`src/rtl/ai_compare_sequencer.sv`:
```
// Walks load_len template sectors: one read request and one compare per template, tracking the best score.
// mem_req rises 1 cycle after init, done pulses 1 cycle after the final cmp_done; each wait is bounded by TIMEOUT.
module ai_compare_sequencer #(
  parameter int SECTOR_SHIFT = 10,
  parameter int TIMEOUT      = 65535
) (
  input  logic        clk,
  input  logic        rst,
  input  logic        i_init,
  input  logic [15:0] i_load_sector,
  input  logic [15:0] i_load_len,
  input  logic [14:0] i_sample_size,
  input  logic [7:0]  i_score_minimum,
  output logic        o_mem_req,
  output logic [31:0] o_mem_addr,
  output logic [14:0] o_mem_len,
  input  logic        i_mem_ack,
  output logic        o_cmp_start,
  input  logic        i_cmp_done,
  input  logic [7:0]  i_cmp_score,
  output logic        o_busy,
  output logic        o_done,
  output logic [15:0] o_best_index,
  output logic [7:0]  o_best_score,
  output logic        o_match,
  output logic        o_error
);

  localparam int TW = (TIMEOUT < 2) ? 1 : $clog2(TIMEOUT + 1);

  typedef enum logic [1:0] {S_IDLE, S_REQ, S_CMP, S_FIN} state_t;

  state_t        r_state;
  state_t        w_state_nxt;
  logic [15:0]   r_sector;
  logic [15:0]   r_len;
  logic [15:0]   r_idx;
  logic [15:0]   r_best_index;
  logic [14:0]   r_size;
  logic [7:0]    r_min;
  logic [7:0]    r_best_score;
  logic [TW-1:0] r_tmo;
  logic          r_match;
  logic          r_error;
  logic          r_fin_wait;

  logic          w_tmo_hit;
  logic          w_take;
  logic          w_better;
  logic          w_last;
  logic          w_timeout;
  logic          w_enter;
  logic [7:0]    w_best_score_nxt;
  logic [15:0]   w_sector;

  assign w_sector         = r_sector + r_idx;
  assign w_tmo_hit        = (r_tmo == TW'(TIMEOUT));
  assign w_take           = (r_state == S_CMP) && i_cmp_done;
  assign w_better         = (r_idx == 16'd0) || (i_cmp_score > r_best_score);
  assign w_best_score_nxt = w_better ? i_cmp_score : r_best_score;
  assign w_last           = ((r_idx + 16'd1) == r_len);
  assign w_timeout        = w_tmo_hit && (((r_state == S_REQ) && !i_mem_ack) ||
                                          ((r_state == S_CMP) && !i_cmp_done));
  assign w_enter          = (w_state_nxt != r_state) &&
                            ((w_state_nxt == S_REQ) || (w_state_nxt == S_CMP));

  always_comb begin
    w_state_nxt = r_state;
    o_mem_req   = 1'b0;
    o_mem_addr  = '0;
    o_mem_len   = '0;
    o_cmp_start = 1'b0;
    o_done      = 1'b0;
    case (r_state)
      S_IDLE: begin
        if (i_init) w_state_nxt = (i_load_len == 16'd0) ? S_FIN : S_REQ;
      end
      S_REQ: begin
        o_mem_req  = 1'b1;
        o_mem_addr = {16'd0, w_sector} << SECTOR_SHIFT;
        o_mem_len  = r_size;
        if (i_mem_ack)      w_state_nxt = S_CMP;
        else if (w_tmo_hit) w_state_nxt = S_FIN;
      end
      S_CMP: begin
        // The counter is cleared on entry, so zero marks the first CMP cycle.
        o_cmp_start = (r_tmo == '0);
        if (i_cmp_done)     w_state_nxt = w_last ? S_FIN : S_REQ;
        else if (w_tmo_hit) w_state_nxt = S_FIN;
      end
      S_FIN: begin
        o_done = !r_fin_wait;
        if (!r_fin_wait) w_state_nxt = S_IDLE;
      end
      default: w_state_nxt = S_IDLE;
    endcase
  end

  always_ff @(posedge clk) begin
    if (rst) begin
      r_state      <= S_IDLE;
      r_sector     <= '0;
      r_len        <= '0;
      r_idx        <= '0;
      r_size       <= '0;
      r_min        <= '0;
      r_tmo        <= '0;
      r_best_index <= '0;
      r_best_score <= '0;
      r_match      <= 1'b0;
      r_error      <= 1'b0;
      r_fin_wait   <= 1'b0;
    end else begin
      r_state <= w_state_nxt;
      if (w_enter) r_tmo <= '0;
      else if ((r_state == S_REQ) || (r_state == S_CMP)) r_tmo <= r_tmo + TW'(1);
      if ((r_state == S_IDLE) && i_init) begin
        r_sector     <= i_load_sector;
        r_len        <= i_load_len;
        r_size       <= i_sample_size;
        r_min        <= i_score_minimum;
        r_idx        <= '0;
        r_best_index <= '0;
        r_best_score <= '0;
        r_match      <= 1'b0;
        r_error      <= 1'b0;
        // An empty run spends an extra FIN cycle so done lands two cycles after init.
        r_fin_wait   <= (i_load_len == 16'd0);
      end
      if (w_timeout) r_error <= 1'b1;
      if (w_take) begin
        if (w_better) begin
          r_best_score <= i_cmp_score;
          r_best_index <= r_idx;
        end
        r_idx <= r_idx + 16'd1;
        if (w_last) r_match <= (w_best_score_nxt >= r_min);
      end
      if (r_state == S_FIN) r_fin_wait <= 1'b0;
    end
  end

  assign o_busy       = (r_state != S_IDLE);
  assign o_best_index = r_best_index;
  assign o_best_score = r_best_score;
  assign o_match      = r_match;
  assign o_error      = r_error;

endmodule

```
`config.mk`:
```
export PLATFORM = sky130hd
export DESIGN_NAME = ai_compare_sequencer
export DESIGN_NICKNAME = d
export VERILOG_FILES = /design/src/rtl/ai_compare_sequencer.sv
export SDC_FILE = /design/constraint.sdc
export NUM_CORES = 1
export LEC_CHECK = 0
export CAP_MARGIN = 20
export CORE_MARGIN = 10
export CORE_UTILIZATION = 45
export CTS_CLUSTER_DIAMETER = 120
export CTS_CLUSTER_SIZE = 24
export DETAILED_ROUTE_END_ITERATION = 10
export HOLD_SLACK_MARGIN = 0.15
export PLACE_DENSITY = 0.68
export SYNTH_ARGS = -nofsm -noshare
export SYNTH_HDL_FRONTEND = slang
export SYNTH_SLANG_ARGS = --single-unit
```
`constraint.sdc`:
```
create_clock -name clk -period 8.1 [get_ports clk]
set_input_delay 1.215 -clock clk [delete_from_list [all_inputs] [get_ports clk]]
set_output_delay 1.215 -clock clk [all_outputs]
set_load 0.1 [all_outputs]
```
# ---- Word-level counts from Yosys, hierarchy flattened
# Index checks and enable logic that the tools add are counted.
dict set report word_totals {
  wordCells 74
  ff_bits 116
  inputBits 68
  out_inout_bits 77
}
dict set report classes {
  n_reduce_logical 22
  order_cmp 2
  n_eq_ne 8
  addsub 3
  n_mux 27
}
# operator count
set ops {}
lappend ops {{16-bit two-way mux} 5}
lappend ops {{16-bit logical NOT} 3}
lappend ops {{16-bit by 1-bit adder with 16-bit output (second input constant)} 2}
lappend ops {{8-bit two-way mux} 4}
lappend ops {{26-bit two-way mux} 1}
lappend ops {{16-bit adder} 1}
lappend ops {{16-bit equality test} 1}
lappend ops {{16-bit equality test (second input constant)} 1}
lappend ops {{15-bit two-way mux} 1}
lappend ops {{2-bit two-way mux} 7}
lappend ops {{8-bit greater-or-equal comparator} 1}
lappend ops {{8-bit greater-than comparator} 1}
lappend ops {{1-bit two-way mux} 8}
lappend ops {{2-bit one-hot mux with 4 select lines} 1}
lappend ops {{2-bit equality test (second input constant)} 3}
lappend ops {{1-bit logical AND} 6}
lappend ops {{2-bit nonzero test} 3}
lappend ops {{2-bit by 1-bit equality test with 1-bit output (second input constant)} 2}
lappend ops {{1-bit logical OR} 4}
lappend ops {{2-bit OR reduction} 2}
lappend ops {{1-bit logical NOT} 3}
lappend ops {{2-bit logical NOT} 1}
lappend ops {{2-bit inequality test} 1}

# ---- Longest topological paths before layout
dict set report depth {
  depth_word 9
  depth_mapped 17
  mapped_depth_nobuf 17
}

# ---- Worst setup path after synthesis
# Ideal clock, no wire load.
dict set report synth_path {
  path_kind {register to output}
  from {register r_state[1]}
  to {output port o_mem_addr[13]}
  arrival_time_ps 3362
  slack_ps 3523
  required_time_ps 6885
  path_buffers 2
  path_stages_with_launch 7
  path_cell_list {dfxtp_1 > inv_1 > ha_1 > clkbuf_1 > clkbuf_1 > nand2_1 > a21oi_1}
}
dict set report synth_via {
  elab_chain_len 2
}
# element line_no
set synth_rtl {}
lappend synth_rtl {{start, declared} 33} ;# state_t r_state;
lappend synth_rtl {{start signal, assigned} 114} ;# r_state <= w_state_nxt;
lappend synth_rtl {{2-bit by 1-bit equality test with 1-bit output} 74} ;# case (r_state)
lappend synth_rtl {{26-bit two-way mux} 74}
lappend synth_rtl {{end, declared} 15} ;# output logic [31:0] o_mem_addr,
# No other way between the ends.

# ---- Worst setup path in the final report
dict set report layout_path {
  from {register r_idx[0]}
  to {output port o_mem_addr[24]}
}
dict set report layout_via {
  elab_chain_len 2
}
# element line_no
set layout_rtl {}
lappend layout_rtl {{start, declared} 37} ;# logic [15:0] r_idx;
lappend layout_rtl {{start signal, assigned} 136} ;# r_idx <= r_idx + 16'd1;
lappend layout_rtl {{16-bit adder} 56} ;# assign w_sector = r_sector + r_idx;
lappend layout_rtl {{26-bit two-way mux} 74}
# No other way between the ends.

==> results.md <==
* Worst hold path class: reg2reg
* Max Freq at 170.8 MHz
* Mean Syn Cell Area at 7.723 um2
* Fillcell total at 1,518
* Ys flop type: dfxtp_1
* Max-cap viol count at 0
* Die Wd at 148.5 um
* CP required at 6.88 ns
* Final setup TNS at 0 ns
* Vias per inst at 5.614
* H-tree levels at 4
* Top-level I/O count at 145
* GRT overflow at 0
* Clk_skew at 0.007017 ns
* Leak at 3.309 nW
* Area leader, netlist: dfxtp_1
* Post-route insts no fill at 1,276
* Standard-cell rows at 46
* First-pass GRT wire length at 33.94 mm
* Placed insts at 1,244
* Bufs on Longest Clock Path at 2
* Seq cells post-synth at 116
* Port bufs at 128
* PwrDens at 249.7 mW/mm2
* Mapped Cells at 962
* Largest net degree at the start of global routing at 88
* Crit path time final at 5.853 ns
* Crit path DAT at 4.64 ns
* Initial antenna violation count at 0
* Hold_buf cts at 0
* Seq/Total Area, Yosys at 0.3126
* RSZ-0062 raised after global routing: no
* Worst Setup Slack post-DPL at 2.318 ns
* Mapped cell area at 0.007430 mm2
* Critical setup path kind: reg2out
* CTS sink cnt at 116
* Post-DR wirelength/cell at 16.42 um
* Fin. max-slew vios at 0
* DP Area at 0.008700 mm2
* Diodes inserted at 0
* Crit-path max cell delay at 1.15 ns
* Setup crit start kind: register
* GRT Total Usage at 0.1863
* Drc violations at 0
* Post-synth EDFFs at 0
* Critical path's most frequent cell: a2111oi_0
* Via count at 7,163
* Area grow syn2layout at 24.67%
* Clock latency on the worst-skew pair at 0.42 ns
* Count of cell types in the netlist at 63
* Final setup fails at 0
* Detail Route Antenna Nets at 0
* Cts repair resizes at 0
* Die Area at 0.02205 mm2
* Final worst setup slack at 2.247 ns
* CTS tree: built
* Buf+Inv Stages, Crit Path at 1
* Placer congestion estimate at 0.8881
* Layout cells sized above 1 at 0.06509
* Total CTS buffers at 17
* CP max FO at 9
* Slew margin rel. at 0.3112
* DRT iter0 DRCs at 574
* CP top delay family: compound AO/OA/AOI/OAI gates
* Most frequent cells in the layout: nand2_1 (156), clkdlybuf4s50_1 (127), dfxtp_1 (116)
* Fin nets at 1,156
* Top cells by area, synth: dfxtp_1 (31%), nand2_1 (7.9%), ha_1 (6.7%)
* Final instance area at 0.009263 mm2
* Initial Util at 0.4627
* CP cell instances: ha_1 > fa_1 > a21oi_1 > o21ai_0 > a2111oi_0 > nor3_1 > a31o_2 > a2111oi_0 > a311o_1 > clkdlybuf4s50_1
* Vias in the first global route at 6,659
* Clock transition at path regs at 0.06 ns
* Worst path slowest cell: clkdlybuf4s50_1
* Worst Setup End Kind: output port
* Status: completed
* Worst-margin pin slew at 1.030 ns
* Yosys top cell area share at 0.3126
* Die Ht at 148.5 um
* Iteration count of the initial detailed-routing pass at 5
* Fin crit share at 0.7226
* Total routed wirelength at 20.95 mm
* YS warnings at 0
* Hold Vio Cnt, Final at 0
* CTS root buf: clkbuf_16
* Async SR Flop Fraction at 0
* Commonest non-fill, non-tap cell in the layout: nand2_1
* Detail Placement HPWL at 14.44 mm
* Peak supply drop at 0.0002046 V
* Core ar. at 0.01606 mm2
* Post-CTS Setup Bufs at 0
==> synthesized netlist by cell type, drive strengths merged, types with 3 or more instances <==
cell	count
o21ai	45
inv	25
or3	5
a211oi	6
o311ai	11
nor3b	22
o21a	5
nand3b	5
dfxtp	116
a32oi	10
and4	6
nor4	20
xor2	20
and2	33
nand3	49
nand2	157
nor3	31
o31ai	3
nand2b	9
nand4	15
mux2	7
buf	33
and3	7
ha	40
xnor2	28
a2111oi	19
a22oi	3
a21o	5
nor2b	9
mux2i	3
o211ai	5
a21oi	89
nor2	41
nor4b	3
clkbuf	53
==> registers in the layout, indices dropped and copies added, names as in the netlist, 2 cells and up <==
signal        cells
r_len            16
r_size           15
o_best_index     16
o_best_score      8
r_state           2
r_min             8
r_tmo            16
r_idx            16
r_sector         16
==> routing by layer <==
metal / vias up / wire [um] / GRT usage
met3: 20 / 1858 / 0.07191
met1: 3316 / 9055 / 0.2304
li1: 3572 / - / -
met5: - / 0 / 0
met2: 255 / 9856 / 0.2976
met4: 0 / 176 / 0.04460
==> path summary, 6_finish.rpt <==
check | from | to | slack (ns) | cells after the start
max reg2reg | o_best_score[1]$_SDFF_PP0_ | o_match$_SDFF_PP0_ | 3.36 | 16
max | r_idx[0]$_SDFFE_PP0P_ | o_mem_addr[24] | 2.25 | 10
min reg2reg | r_size[3]$_SDFFE_PP0P_ | r_size[3]$_SDFFE_PP0P_ | 0.45 | 2
min | r_size[3]$_SDFFE_PP0P_ | r_size[3]$_SDFFE_PP0P_ | 0.45 | 2
==> worst register-to-register path: stages, from the launching register on <==
cell	delay, ns
dfxtp_1	0.42
inv_1	0.11
ha_1	0.29
nor2b_1	0.13
o21a_1	0.16
o21a_1	0.16
o21ai_0	0.19
nand3b_1	0.69
a21oi_1	0.95
mux2_2	0.42
ha_1	0.27
a21o_1	0.16
a21o_1	0.17
a211oi_1	0.20
o21ai_0	0.11
nand3b_1	0.08
a21oi_1	0.06
==> metrics by stage <==
| step | hold WS [ns] | util | power (mW) |
|---|---|---|---|
| finish | 0.4481 | 0.5768 | 2.313 |
| global route | 0.4652 | 0.5768 | 2.448 |
| CTS | 0.4511 | 0.5768 | 2.331 |
| detailed placement | 0.4431 | 0.5418 | 1.614 |
| global placement | 0.4369 | 0.5418 | 1.608 |
| floorplan | 0.4317 | - | 1.397 |
==> cells by family after synthesis <==
logic type,Yosys count,share of synthesized area
buffers and inverters,111,0.06736
adders and majority gates,41,0.07006
xor gates and xnor gates,48,0.05659
other,1,0.0005047
DFF,116,0.3126
and+or+nand+nor,417,0.2828
AOI/OAI and AO/OA,218,0.1955
muxes,10,0.01465
==> where the power goes <==
part | leakage, nW | internal, mW | switching [mW]
logic | 2.11 | 0.255 | 0.661
registers | 0.943 | 0.633 | 0.0491
clock network | 0.256 | 0.436 | 0.279
==> area by class of cell <==
| class | count | area, um2 | share of cell area |
|---|---|---|---|
| flip-flops and latches | 116 | 2322 | 0.2507 |
| inverters | 25 | 93.84 | 0.01013 |
| clock buffers | 20 | 456.7 | 0.04930 |
| repair buffers | 137 | 1346 | 0.1453 |
| multi-input cells | 750 | 4667 | 0.5039 |
| well taps | 216 | 270.3 | 0.02918 |
| clock inverters | 12 | 106.4 | 0.01148 |
(Power assumes the default switching activity.)
